## config.mk

```make
export PLATFORM = sky130hd
export DESIGN_NAME = spi_ram_arbiter
export DESIGN_NICKNAME = d
export VERILOG_FILES = /design/src/rtl/spi_ram_arbiter_pkg.sv /design/src/rtl/spi_ram_arbiter_rr_arb2.sv /design/src/rtl/spi_ram_arbiter.sv
export SDC_FILE = /design/constraint.sdc
export NUM_CORES = 1
export LEC_CHECK = 0
export CAP_MARGIN = 20
export CORE_MARGIN = 2
export CORE_UTILIZATION = 49
export CTS_BUF_LIST = sky130_fd_sc_hd__clkbuf_4
export DETAILED_ROUTE_END_ITERATION = 10
export GPL_TIMING_DRIVEN = 1
export PLACE_DENSITY = 0.82
export SYNTH_ARGS = -nofsm -noshare
export SYNTH_HDL_FRONTEND = slang
export SYNTH_SLANG_ARGS = --single-unit
export TNS_END_PERCENT = 20
```

## constraint.sdc

```tcl
create_clock -name clk -period 2.8 [get_ports clk]
set_input_delay 0.42 -clock clk [delete_from_list [all_inputs] [get_ports clk]]
set_output_delay 0.42 -clock clk [all_outputs]
set_load 0.01 [all_outputs]
```

## src/rtl/spi_ram_arbiter_pkg.sv

```systemverilog
// Shared types for the SPI RAM arbiter: FSM states, transfer types and master IDs.
package spi_ram_arbiter_pkg;

  typedef enum logic [1:0] {
    ST_IDLE  = 2'd0,
    ST_ISSUE = 2'd1,
    ST_WAIT  = 2'd2,
    ST_DONE  = 2'd3
  } arb_state_t;

  typedef enum logic {
    TYPE_RD = 1'b0,
    TYPE_WR = 1'b1
  } xfer_type_t;

  localparam logic MID_M0 = 1'b0;
  localparam logic MID_M1 = 1'b1;

endpackage

```

## src/rtl/spi_ram_arbiter_rr_arb2.sv

```systemverilog
// Two-requester grant: a lone request wins; a tie goes to the master not served last,
// or always to M0 when fixed priority is selected.
module rr_arb2
  import spi_ram_arbiter_pkg::*;
(
  input  logic [1:0] req,
  input  logic       last,
  input  logic       fixed_prio,
  output logic       gnt
);

  always_comb begin
    gnt = MID_M0;
    case (req)
      2'b10:   gnt = MID_M1;
      2'b11:   gnt = fixed_prio ? MID_M0 : ~last;
      default: gnt = MID_M0;
    endcase
  end

endmodule

```

## src/rtl/spi_ram_arbiter.sv

```systemverilog
// Shares one MappedSPIRAM port between the CPU (M0) and the DMA/boot loader (M1),
// serialising one RAM transaction at a time with a hung-RAM timeout.
module spi_ram_arbiter
  import spi_ram_arbiter_pkg::*;
#(
  parameter bit          FIXED_PRIO     = 1'b0,
  parameter int unsigned TIMEOUT_CYCLES = 4096,
  parameter logic [31:0] TO_RDATA       = 32'hDEAD_BEEF
) (
  input  logic        clk,
  input  logic        rst,
  input  logic [15:0] m0_addr,
  input  logic [15:0] m1_addr,
  input  logic [7:0]  m0_wdata,
  input  logic [7:0]  m1_wdata,
  input  logic        m0_rd,
  input  logic        m1_rd,
  input  logic        m0_wr,
  input  logic        m1_wr,
  output logic [31:0] m0_rdata,
  output logic [31:0] m1_rdata,
  output logic        m0_rbusy,
  output logic        m1_rbusy,
  output logic        m0_wbusy,
  output logic        m1_wbusy,
  output logic [15:0] ram_addr,
  output logic [7:0]  ram_wdata,
  output logic        ram_rd,
  output logic        ram_wr,
  input  logic        ram_rbusy,
  input  logic        ram_wbusy,
  input  logic [31:0] ram_rdata,
  output logic        timeout_err
);

  localparam bit          TO_EN   = (TIMEOUT_CYCLES != 0);
  localparam logic [31:0] TO_LAST = 32'(TIMEOUT_CYCLES) - 32'd1;

  function automatic logic [31:0] sat_inc(input logic [31:0] v);
    return (v == 32'hFFFF_FFFF) ? v : v + 32'd1;
  endfunction

  arb_state_t  state, state_nx;
  logic [1:0]  rd_in, wr_in, strobe, accept, pending, req;
  logic [15:0] addr_in   [2];
  logic [7:0]  wdata_in  [2];
  logic [15:0] addr_lat  [2];
  logic [7:0]  wdata_lat [2];
  xfer_type_t  type_lat  [2];
  logic        gnt_q, arb_gnt, last_grant, abort, set_abort, in_done, timeout_hit;
  logic [31:0] timer, rdata_nx;

  assign rd_in       = {m1_rd, m0_rd};
  assign wr_in       = {m1_wr, m0_wr};
  assign strobe      = rd_in | wr_in;
  assign addr_in[0]  = m0_addr;
  assign addr_in[1]  = m1_addr;
  assign wdata_in[0] = m0_wdata;
  assign wdata_in[1] = m1_wdata;
  assign in_done     = (state == ST_DONE);
  assign timeout_hit = TO_EN && (timer == TO_LAST);
  assign rdata_nx    = abort ? TO_RDATA : ram_rdata;

  // A strobe is taken when the master is idle, or when its own transaction retires this cycle.
  always_comb begin
    accept = '0;
    for (int i = 0; i < 2; i++)
      accept[i] = strobe[i] & (~pending[i] | (in_done & (gnt_q == 1'(i))));
  end

  assign req = pending | accept;

  assign m0_rbusy = m0_rd | (pending[0] & (type_lat[0] == TYPE_RD));
  assign m0_wbusy = m0_wr | (pending[0] & (type_lat[0] == TYPE_WR));
  assign m1_rbusy = m1_rd | (pending[1] & (type_lat[1] == TYPE_RD));
  assign m1_wbusy = m1_wr | (pending[1] & (type_lat[1] == TYPE_WR));

  rr_arb2 u_arb (
    .req        (req),
    .last       (last_grant),
    .fixed_prio (FIXED_PRIO),
    .gnt        (arb_gnt)
  );

  always_comb begin
    state_nx  = state;
    ram_rd    = 1'b0;
    ram_wr    = 1'b0;
    ram_addr  = '0;
    ram_wdata = '0;
    set_abort = 1'b0;
    unique case (state)
      ST_IDLE:  if (|req) state_nx = ST_ISSUE;
      ST_ISSUE: begin
        ram_rd    = (type_lat[gnt_q] == TYPE_RD);
        ram_wr    = (type_lat[gnt_q] == TYPE_WR);
        ram_addr  = addr_lat[gnt_q];
        ram_wdata = wdata_lat[gnt_q];
        state_nx  = ST_WAIT;
      end
      ST_WAIT: begin
        if (!ram_rbusy && !ram_wbusy) begin
          state_nx = ST_DONE;
        end else if (timeout_hit) begin
          state_nx  = ST_DONE;
          set_abort = 1'b1;
        end
      end
      ST_DONE:  state_nx = ST_IDLE;
      default:  state_nx = ST_IDLE;
    endcase
  end

  always_ff @(posedge clk) begin
    if (rst) begin
      state       <= ST_IDLE;
      pending     <= '0;
      last_grant  <= MID_M1;
      gnt_q       <= MID_M0;
      abort       <= 1'b0;
      timer       <= '0;
      timeout_err <= 1'b0;
      m0_rdata    <= '0;
      m1_rdata    <= '0;
    end else begin
      state <= state_nx;
      if (state == ST_IDLE && |req) gnt_q <= arb_gnt;
      if (state == ST_ISSUE) begin
        timer <= '0;
        abort <= 1'b0;
      end
      if (state == ST_WAIT) begin
        timer <= sat_inc(timer);
        if (set_abort) begin
          abort       <= 1'b1;
          timeout_err <= 1'b1;
        end
      end
      if (in_done) begin
        last_grant <= gnt_q;
        if (type_lat[gnt_q] == TYPE_RD) begin
          if (gnt_q == MID_M0) m0_rdata <= rdata_nx;
          else                 m1_rdata <= rdata_nx;
        end
      end
      for (int i = 0; i < 2; i++) begin
        if (accept[i])                          pending[i] <= 1'b1;
        else if (in_done && gnt_q == 1'(i))     pending[i] <= 1'b0;
      end
    end
  end

  // Request latches are data only; pending qualifies them.
  always_ff @(posedge clk) begin
    for (int i = 0; i < 2; i++) begin
      if (accept[i]) begin
        type_lat[i]  <= wr_in[i] ? TYPE_WR : TYPE_RD;
        addr_lat[i]  <= addr_in[i];
        wdata_lat[i] <= wdata_in[i];
      end
    end
  end

  for (genvar i = 0; i < 2; i++) begin : g_proto
    a_no_restrobe: assert property (@(posedge clk) disable iff (rst)
      !(strobe[i] && pending[i] && !(in_done && gnt_q == 1'(i))));
  end

endmodule

```

* Word-level counts from Yosys, hierarchy flattened
Memories as Yosys holds them, arrays and structs flattened. A register that Yosys moved wholly into a read port is not among the register bits. Cells that the tools add are included.
Word-level totals: register bits 104, bits in writable memories 50, input port bits 88, word-level logic and storage cells 98, memories 3
Memories:
- addr_lat | words 2, bits a word 16, rd ports 1, clocked after Yosys merged registers in 1, write ports 2, RTL line spi_ram_arbiter.sv:47 | logic [15:0] addr_lat [2];
- wdata_lat | words 2, bits a word 8, rd ports 1, clocked after Yosys merged registers in 1, write ports 2, RTL line spi_ram_arbiter.sv:48 | logic [7:0] wdata_lat [2];
- type_lat | words 2, bits a word 1, rd ports 3, clocked after Yosys merged registers in 1, write ports 2, RTL line spi_ram_arbiter.sv:49 | xfer_type_t type_lat [2];
Cells by class: $add $sub $neg 1, eq/ne operators 10, muxes and demuxes 35, bitwise operators 23, reduce and logical (&&, ||, !) cells 16
Operators by type and width (count):
- 32-bit 2-to-1 mux | 4
- 32-bit by 1-bit adder with 32-bit output, second input constant | 1
- 32-bit by 12-bit equality test with 1-bit output, second input constant | 1
- 32-bit equality test, second input constant | 1
- 1-bit 2-to-1 mux | 24
- 16-bit 2-to-1 mux | 1
- 1-bit bitwise AND | 8
- 2-bit equality test, second input constant | 4
- 8-bit 2-to-1 mux | 1
- 2-bit case mux with 4 select lines | 1
- 1-bit NOT | 7
- 2-bit 2-to-1 mux | 3
- 1-bit bitwise OR | 6
- 2-bit AND reduction | 3
- 3-bit AND reduction | 2
- 2-bit nonzero test | 3
- 1-bit logical AND | 4
- 2-bit != test, second input constant | 2
- 2-bit bitwise OR | 2
- 3-bit != test, second input constant | 1
- 2-bit by 1-bit equality test with 1-bit output, second input constant | 1
- 1-bit zero test | 2
- 2-bit zero test | 1
- 1-bit case mux with 2 select lines | 1
- 2-bit OR reduction | 1

* Logic depth before layout (Yosys ltp)
word-level depth 9, mapped depth 7, mapped depth without buffers 6

* Hierarchy
Synthesis repeated with hierarchy kept, for this count alone.
Second synthesis, totals: cell total of the unflattened synthesis 659, area total of the unflattened synthesis 6575.1 um^2
Modules (own cells, without submodules):
- spi_ram_arbiter | times used 1, cells each 657, area an instance 6563.8 um^2, sequential area each 3603.5 um^2
- rr_arb2 | times used 1, cells each 2, area an instance 11.3 um^2, sequential area each 0.0 um^2

* Worst setup path before layout
Ideal clock, no wire load.
kind reg-to-reg, start register state[0], end memory addr_lat[1][0] (enable), setup time 0.415 ns, arrival time 1.940 ns, setup slack 0.445 ns, stages on the path, launching flop included 4, period minus slack after synthesis 2.355 ns, cell sequence dfxtp_1 ha_1 nand2_1 a21oi_1
RTL lines:
- from (decl) | RTL line spi_ram_arbiter.sv:43 | arb_state_t state, state_nx;
- from (signal assigned) | RTL line spi_ram_arbiter.sv:126 | state <= state_nx;
- to (decl) | RTL line spi_ram_arbiter.sv:47

* Worst setup path after layout
start register state[1], end output ram_wdata[2]
Between the ends: cells in the longest elaborated chain, start to end 2
Ends and longest elaborated chain:
- 2-bit by 1-bit equality test with 1-bit output | RTL line spi_ram_arbiter.sv:92 | unique case (state)
- 8-bit 2-to-1 mux | RTL line spi_ram_arbiter.sv:92
- to (decl) | RTL line spi_ram_arbiter.sv:27 | output logic [7:0] ram_wdata,
Every way passes these cells.

==> impl_metrics.csv <==
group,metric,value,unit
setup_path,startpoint_type,"register",
pwr,p_per_area,599,nW/um^2
placed_design,numPortBuffers,182,
pwr,p_sw_share,28.5,%
die,rows,42,
run_status,status,"finished, final reports clean",
timing,setup_viol,0,
timing,whs,0.180,ns
clock_network,clockBufferDepth,2,
run,max_cap_viol_count,0,
route,drtIter0Drc,405,
clock_network,cts_tree,"yes",
timing,slew_violations,0,
pwr,power.total,5.29,mW
route,wl_met1,7.00,mm
clock_network,cts_sinks,155,
grt,antenna_found_initial,0,
yosys,synth_area_leaders,"dfxtp_1 (32%), edfxtp_1 (23%), a211oi_1 (5.8%), nor2_1 (4.8%), mux2i_1 (4.1%)",
yosys,netlist_instances,649,
route,finalWirelength,17.4,mm
clock_network,cts-root-buf,"clkbuf_4",
grt,grt_pass1_vias,5541,
clock_network,cts_max_level,4,
grt,gr-total-overflow,0,
timing,max_slew_margin,54.2,%
setup_path,path_buf_inv,2,
setup_path,required,2.38,ns
route,routed-wl-met2,8.09,mm
finish,layout.cells.non_filler,1016,
setup_path,crit_path_max_incr_delay,0.57,ns
die,io_pins,183,
yosys,yosysTopAreaCell,"dfxtp_1",
finish,fin_area,8840,sq um
finish,final_nets,921,
pwr,peakVddDrop,0.289,mV
pwr,pwr-share-seq,48.5,%
yosys,syn_area,6510,sq um
grt,grt_max_degree,57,
yosys,synth_top_area_share,32.3,%
route,route.met3.wl,1.80,mm
yosys,ys_types,54,
clock_network,postCtsSetupRepairBufs,0,
grt,grt_pass1_wl,27.7,mm
grt,track_usage,24.6,%
route,vias,5666,
die,dieHeight,119,microns
min_path,hp-class,"input pin to register",
setup_path,critical-path-top-delay-family,"buffers and inverters",
pwr,p_leak,3.07,nW
timing,fin_skew,0.0148,ns
timing,hold_viol,0,
setup_path,crit_chain,"inv_1, ha_4, nor2b_1, clkdlybuf4s50_1",
yosys,syn_avg_cell_area,10.0,sq um
yosys,synth_enable_flop_cells,50,
finish,area_delta_synth_final,35.7,%
setup_path,crit_type,"register to primary output",
pwr,net-switching-power,1.51,mW
yosys,synth_nets,743,
die,start_util,49.8,%
route,ant_nets,0,
timing,finalCritPeriodShare,93.9,%
pwr,pwr-share-clk,26.3,%
clock_network,clock_latency,0.57,ns
route,drcViolationCount,0,
die,die_x,119,microns
timing,tightest_slew,0.687,ns
placed_design,place_area,8520,sq um
route,first_pass_iters,6,
setup_path,arrival,2.21,ns
yosys,seq_area_frac_synth,55.3,%
yosys,yosysWarnings,0,
die,dieArea,14200,sq um
finish,drive_above_1_share,7.98,%
finish,diodes,0,
clock_network,numCtsBuffers,17,
pwr,comb_power_share,25.2,%
yosys,synthFlopType,"dfxtp_1",
yosys,synth_seq_cells,155,
timing,rsz0062_at_grt,"no",
die,core,13100,sq um
timing,fmax,380,MHz
setup_path,end_kind,"primary output",
timing,fin_tns_setup,0,ns
placed_design,globalplace.congestion,0.902,
clock_network,path_clk_slew,0.12,ns
pwr,internal_power,3.79,mW
placed_design,dp_hpwl,12.3,mm
yosys,synth_async_sr_flop_share,0,%
route,wire_per_inst,17.1,microns
setup_path,crit_slowest_cell,"clkdlybuf4s50_1",
setup_path,worstPathMaxFanout,31,
timing,period_needed,2.63,ns
route,topRoutingLayerUsed,"met4",
route,viasPerCell,5.58,
placed_design,dp_cells,984,
final cells by class:
cell class | count | area [sq um]
clock inverters | 14 | 153
inverters | 10 | 37.5
multi-input cells | 448 | 2770
repair buffers | 195 | 1920
well taps | 176 | 220
flip-flops and latches | 155 | 3600
fillers | 985 | 4250
clock buffers | 18 | 135
repair_timing:
action / 4_1_cts / 5_1_grt
hold buffers: 0 / 0
resized for setup: 4 / 2
gates cloned: 0 / 0
setup endpoints to repair: 26 / 9
pin swaps: 0 / 0
flip-flops by register name, indices dropped and copies added, names as in the netlist, named ones only:
name	cells
gnt_q	1
type_lat	2
wdata_lat	16
last_grant	1
timeout_err	1
pending	2
state	2
timer	32
m1_rdata	32
abort	1
m0_rdata	32
addr_lat	32
kinds of logic (layout without fill, tap and decap cells):
group           Yosys count  after routing  share of synthesized area (%)
simple gates            280            280                           21.5
flops                   155            155                           55.3
compound gates          134            134                           14.8
buf+inv                  46            237                           2.92
mux                      27             27                           4.15
fa+ha+maj                 6              6                           1.15
xor+xnor                  1              1                          0.134
power groups by stage:
stage               clock network (mW)  registers, mW  logic (mW)
floorplan                            0           2.61       0.668
global placement                     0           2.60        1.27
detailed placement                   0           2.61        1.31
CTS                               1.42           2.57        1.33
global route                      1.51           2.59        1.43
finish                            1.39           2.57        1.33
worst paths after layout:
kind                   to         from  slack (ns)  depth (start not counted)
min reg2reg   timeout_err  timeout_err        0.46                          2
min            last_grant          rst        0.18                          3
max reg2reg     timer[21]     timer[0]        0.40                          7
max          ram_wdata[2]     state[1]        0.17                          4
cell usage in the layout (no fill, tap or decap), types with 5 or more instances in the layout:
master / count
nor2_1: 83
and3_1: 14
or4_1: 5
nor2b_1: 33
o31ai_1: 7
nand4_1: 13
or3_1: 7
or2_2: 5
a211oi_1: 50
edfxtp_1: 50
nor3_1: 5
nand3_1: 19
o21ai_0: 5
mux2i_1: 26
clkbuf_4: 18
a21o_1: 7
dfxtp_1: 104
o211ai_1: 8
and2_1: 8
nand2b_1: 6
nor4_1: 8
a21oi_1: 32
clkdlybuf4s50_1: 181
inv_1: 10
buf_4: 12
ha_1: 5
nand2_1: 64
stage by stage:
step,util [%],setup slack (ns)
finish,67.5,0.170
global route,67.5,0.0516
CTS,67.5,0.0241
detailed placement,65.1,0.392
global placement,65.1,0.538
floorplan,-,0.445
metal layers:
metal	GRT usage, %	up-vias
met5	0	-
met4	10.7	0
met3	9.91	39
met2	39.7	250
met1	29.1	2658
li1	-	2719
synth_stat cells, drive strengths merged, types with 9 or more instances:
cell type  instances
edfxtp            50
and3              14
nor2b             35
clkbuf            22
nor4               9
nand4             14
a211oi            50
dfxtp            105
mux2i             27
nand3             19
a21oi             34
nand2             64
buf               14
inv               10
nor2              83
worst reg2reg max path, delay by kind of cell (launching register included):
kind	cells	cell delay, ns
AOI/OAI and AO/OA	2	0.58
and+or+nand+nor	3	0.84
DFF	1	0.42
adders and majority gates	1	0.20
buffers and inverters	1	0.24
(Power assumes the default switching activity.)
==> variant 1 (same settings) <==
Encoding of `arb_state_t`: now one-hot (4 bits for 4 states).
--- a/src/rtl/spi_ram_arbiter_pkg.sv
+++ b/src/rtl/spi_ram_arbiter_pkg.sv
@@ -1,11 +1,11 @@
 // Shared types for the SPI RAM arbiter: FSM states, transfer types and master IDs.
 package spi_ram_arbiter_pkg;
 
-  typedef enum logic [1:0] {
-    ST_IDLE  = 2'd0,
-    ST_ISSUE = 2'd1,
-    ST_WAIT  = 2'd2,
-    ST_DONE  = 2'd3
+  typedef enum logic [3:0] {
+    ST_IDLE  = 4'b0001,
+    ST_ISSUE = 4'b0010,
+    ST_WAIT  = 4'b0100,
+    ST_DONE  = 4'b1000
   } arb_state_t;
 
   typedef enum logic {
Behaviour: same outputs for any inputs over 4 cycles, from zero or initial values and one cycle with rst high; so few cycles prove little.
==> variant 1 against the original RTL <==
- cell area grew 0.85%
- sequential cell count increased by 2
- critical endpoint is now ram_wdata[0]
- setup slack worse by 0.13 ns
- count of clock-buffer cells in the layout up 2
- first-iteration DRC count is 6.2% higher
- highest routed layer unchanged
- critical path type unchanged
- synthesized area is 0.65% higher
- wire length fell by 1.0%
Power is not compared: it rests on default switching activity, and its combinational part moved more than twofold at a synthesized area within 25%.
==> variant 1: results (changes against the original RTL) <==
hold_path:
  hold-path-cell-count: 2  # was 3
  min_to: "m0_rdata[29]"  # was last_grant
  hold_path_class: "in -> reg"  # unchanged
global_route:
  grt_max_degree: 66  # was 57
  grtUsageMet1_pct: 29.8  # was 29.1%
  met2_usage_pct: 41.3  # was 39.7%
  grt_pass1_vias: 5766  # was 5541
  grt_use_total_pct: 24.6  # about the same
  grt_pass1_wl_um: 28200  # was 27700 um
  grt_use_met3_pct: 6.42  # was 9.91%
yosys:
  synth_edf_count: 50  # unchanged
  yosys_warnings: 0  # unchanged
  synth_cell_type_count: 51  # was 54
  synthTopCellsByArea: "dfxtp_1 33%, edfxtp_1 23%, nor2_1 7.5%, a211oi_1 6.0%, mux2i_1 5.0%"  # was dfxtp_1 32%, edfxtp_1 23%, a211oi_1 5.8%, nor2_1 4.8%, mux2i_1 4.1%
  synth_common_cells: "131 x nor2_1, 107 x dfxtp_1, 52 x a211oi_1"  # was 105 x dfxtp_1, 83 x nor2_1, 64 x nand2_1
  ys_seq_area_share_pct: 55.6  # was 55.3%
  syn_nets: 758  # was 743
  syn_avg_cell_area_um2: 9.80  # was 10.0 um^2
  synth-main-ff-cell: "dfxtp_1"  # unchanged
  async_flop_share_pct: 0  # unchanged
layout:
  fin_cells: 1032  # was 1016
  diodes: 0  # unchanged
  final_nets: 932  # was 921
  drive_above_1_share_pct: 7.59  # was 7.98%
  fill_cells: 957  # was 985
routing:
  routed_wl_um: 17200  # was 17400 um
  drtIter0Drc: 430  # was 405
  vias_per_cell: 5.61  # was 5.58
setup_path:
  r2r_end: "timer[7]"  # was timer[21]
  critPathSlowestCell: "or4b_4"  # was clkdlybuf4s50_1
  cp.arrival_ns: 2.34  # was 2.21 ns
  cp_max_fo: 27  # was 31
  cpPeakStageDelay_ns: 0.56
  critPathTopFamily: "buffers and inverters"  # unchanged
  reg2reg_from: "timer[27]"  # was timer[0]
  rrSetupSlack_ns: 0.37  # was 0.40 ns
  worstRegToRegCells: 5  # was 7
cts:
  cts.reportedPaths.clkPinSlew_ns: 0.13
  cts_hold_buf: 0  # unchanged
  post_cts.repair.setup_buffers: 0  # unchanged
  htreeDepth: 4  # unchanged
  cts_buffers: 17  # unchanged
  insertion_delay_ns: 0.58
  clock_path_buffers: 2  # unchanged
placed_design:
  post-place-ws_ns: 0.466  # was 0.392 ns
  dpl_cell_area_um2: 8580  # was 8520 um^2
  place_congestion: 0.877  # was 0.902
  hpwl_um: 12000  # was 12300 um
  dp_cells: 1000  # was 984
outcome:
  outcome: "complete, no violations"  # unchanged
timing:
  whs_ns: 0.347  # was 0.180 ns
  fin_worst_skew_ns: 0.0183  # was 0.0148 ns
  worst_pin_slew_ns: 1.03  # was 0.687 ns
-- variant 1: changes by cell type after synthesis, sizes merged, moves of 8 or more --
cell    delta
nor2      +49
nor2b     -26
nand2     -15
nor3      +11
o21ai     +10
and2       -8
clkbuf     +8
o31ai      -8
-- variant 1: repair_timing --
item,4_1_cts,5_1_grt
pin swaps,0,0
setup endpoints to repair,26,20
gates resized for setup,10,22
-- variant 1: worst max path at each step --
stage,from,to,slack (ns),cells after the start
floorplan,state[3],addr_lat[1][0],0.19,3
global placement,state[0],ram_rd,0.56,4
detailed placement,state[3],m0_rdata[13],0.47,6
CTS,state[0],ram_addr[14],-0.06,4
global route,state[0],ram_wdata[0],-0.05,4
finish,state[0],ram_wdata[0],0.04,4
-- variant 1: cell type report --
class                      instances  area share (%)
sequential                       157            40.9
multi-input combinational        460            30.6
timing repair buffer             199            22.7
tap                              176            2.47
clock buffer                      20            1.68
clock inverter                    12            1.35
inverter                           8           0.337
-- variant 1: stage by stage --
stage	utilization [%]	power (W)
after floorplan	-	0.00267
after global placement	65.3	0.00289
after detailed placement	65.3	0.00291
after CTS	67.4	0.00424
after global routing	67.8	0.00436
final	67.8	0.00421
-- variant 1: cell families (layout without fill, tap and decap cells) --
group | count (synthesis) | count (layout) | share of synthesized area, %
multiplexers | 33 | 33 | 5.04
buffers and inverters | 52 | 239 | 3.30
adder cells (fa/ha/maj) | 1 | 1 | 0.191
flip-flops | 157 | 157 | 55.6
AND/OR/NAND/NOR | 285 | 285 | 21.1
AO/OA/AOI/OAI | 133 | 133 | 13.7
XOR/XNOR | 8 | 8 | 1.07
-- variant 1: worst register-to-register path, stage by stage (launching register included) --
cell and delay [ns]:
dfxtp_1 0.47, nand4_1 0.20, nor4b_1 0.55, and3_1 0.57, nor2_2 0.22, a311oi_1 0.34
-- variant 1: power by group --
part           internal (W)  switching (W)
sequential          0.00242      0.0000303
combinational      0.000211       0.000196
clock              0.000555       0.000806
total               0.00318        0.00103
-- variant 1: routing by layer --
metal	wire length, um	share of wire (%)
met2	8420	49
met1	7000	41
met5	0	0
met4	488	2.8
met3	1290	7.5
==> variant 2 (same settings) <==
Made on the original files. Change the parameter `FIXED_PRIO` from 1'b0 to 1'b1.
--- a/src/rtl/spi_ram_arbiter.sv
+++ b/src/rtl/spi_ram_arbiter.sv
@@ -3,7 +3,7 @@
 module spi_ram_arbiter
   import spi_ram_arbiter_pkg::*;
 #(
-  parameter bit          FIXED_PRIO     = 1'b0,
+  parameter bit          FIXED_PRIO     = 1'b1,
   parameter int unsigned TIMEOUT_CYCLES = 4096,
   parameter logic [31:0] TO_RDATA       = 32'hDEAD_BEEF
 ) (
Function: changed (a bounded check fails within 10 cycles, from zero or initial values and one cycle with rst high).
==> variant 2 against the original RTL <==
- setup slack improved by 0.033 ns
- power decreased by 0.55%
- count of clock-buffer cells in the layout increased by 3
- sequential share of layout area increased by 0.48 points
- cell area decreased by 1.8%
- non-clock buffer count increased by 2
- utilization increased by 0.98 points
- critical path depth unchanged
- wire length decreased by 3.7%
- sequential cell count decreased by 1
- maximum frequency increased by 1.3%
- synthesized area decreased by 1.7%
- die area decreased by 1.7%
- largest power group unchanged
- final cell count decreased by 1.5%
==> variant 2: results (changes against the original RTL) <==
outcome:
  outcome: "complete, no violations"  # unchanged
power_and_ir_drop:
  ir_worst_vdd_v: 0.000281  # was 0.000289 V
  leakage_nw: 2.93  # was 3.07 nW
yosys:
  synth_common_cells: "104 x dfxtp_1, 79 x nor2_1, 56 x nand2_1"  # was 105 x dfxtp_1, 83 x nor2_1, 64 x nand2_1
  syn_avg_cell_area_um2: 10.0  # about the same
  synthTopCellsByArea: "dfxtp_1 33%, edfxtp_1 23%, a211oi_1 5.7%, nor2_1 4.6%, mux2i_1 4.4%"  # was dfxtp_1 32%, edfxtp_1 23%, a211oi_1 5.8%, nor2_1 4.8%, mux2i_1 4.1%
  synth_cell_type_count: 46  # was 54
  ys_seq_area_share_pct: 56.0  # was 55.3%
  syn_nets: 732  # was 743
global_route:
  grt_pass1_vias: 5417  # was 5541
  met2_usage_pct: 40.1  # was 39.7%
  antenna_found_initial: 1  # was 0
  grt_max_degree: 72  # was 57
  grt_pass1_wl_um: 27000  # was 27700 um
  grt_use_total_pct: 24.0  # was 24.6%
routing:
  drtIter0Drc: 465  # was 405
  vias_per_cell: 5.58  # about the same
  routedWlPerCell_um: 16.7  # was 17.1 um
setup_path:
  rrSetupSlack_ns: 0.52  # was 0.40 ns
  cp.arrival_ns: 2.18  # was 2.21 ns
  cp_max_fo: 7  # was 31
  reg2reg_from: "timer[18]"  # was timer[0]
  worstRegToRegCells: 6  # was 7
  r2r_end: "timer[26]"  # was timer[21]
placed_design:
  place_congestion: 0.853  # was 0.902
  dp_cells: 968  # was 984
  hpwl_um: 11900  # was 12300 um
hold_path:
  min_to: "timer[7]"  # was last_grant
layout:
  areaGrowthSynthToFinish_pct: 35.6  # was 35.7%
  drive_above_1_share_pct: 6.76  # was 7.98%
  fill_cells: 987  # was 985
timing:
  fin_worst_skew_ns: 0.0184  # was 0.0148 ns
==> variant 2: area by class of cell <==
cell class	instances	area share [%]
multi-input combinational	433	30.6
clock buffer	21	1.82
sequential	154	41.3
antenna	1	0.0288
clock inverter	11	0.937
inverter	12	0.519
tap	172	2.48
timing repair buffer	197	22.4
==> variant 2: metal layers <==
layer / part of all wire (%) / vias up
li1: - / 2680
met1: 41 / 2636
met2: 49 / 228
met3: 7.5 / 37
met4: 2.6 / 0
met5: 0 / -
==> variant 2: worst max path at each step <==
stage | start | to | slack (ns) | cells past startpoint
finish | register | ram_rd | 0.20 | 4
CTS | state[1] | ram_addr[3] | 0.01 | 4
detailed placement | state[1] | ram_addr[3] | 0.36 | 4
global placement | state[1] | ram_rd | 0.52 | 4
global route | register | ram_rd | 0.10 | 4
floorplan | state[0] | addr_lat[0][0] | 0.46 | 3
==> variant 2: repair_timing <==
item                       in CTS  in global routing
setup endpoints to repair      26                 26
pin swaps                       0                  0
gates resized for setup         2                  2
==> variant 2: stage by stage <==
stage	worst slack (ns)	hold WS, ns
after floorplan	0.462	0.445
after global placement	0.525	0.436
after detailed placement	0.357	0.445
after CTS	0.00970	0.120
after global routing	0.102	0.121
final	0.204	0.155
==> variant 2: cells by family (layout without fill, tap and decap cells) <==
family,count (synthesis),after routing,synth area share [%]
AND/OR/NAND/NOR,255,255,19.7
flip-flops,154,154,56.0
AO/OA/AOI/OAI,142,142,15.2
buffers and inverters,51,241,3.32
multiplexers,28,28,4.38
adder cells (fa/ha/maj),6,6,1.17
XOR/XNOR,2,2,0.274
other,0,1,0
==> variant 2: power by group <==
part	internal [W]	switching (W)	leakage, nW
Sequential	0.00248	0.0000848	1.32
Clock	0.000462	0.000732	0.137
Combinational	0.000779	0.000731	1.47
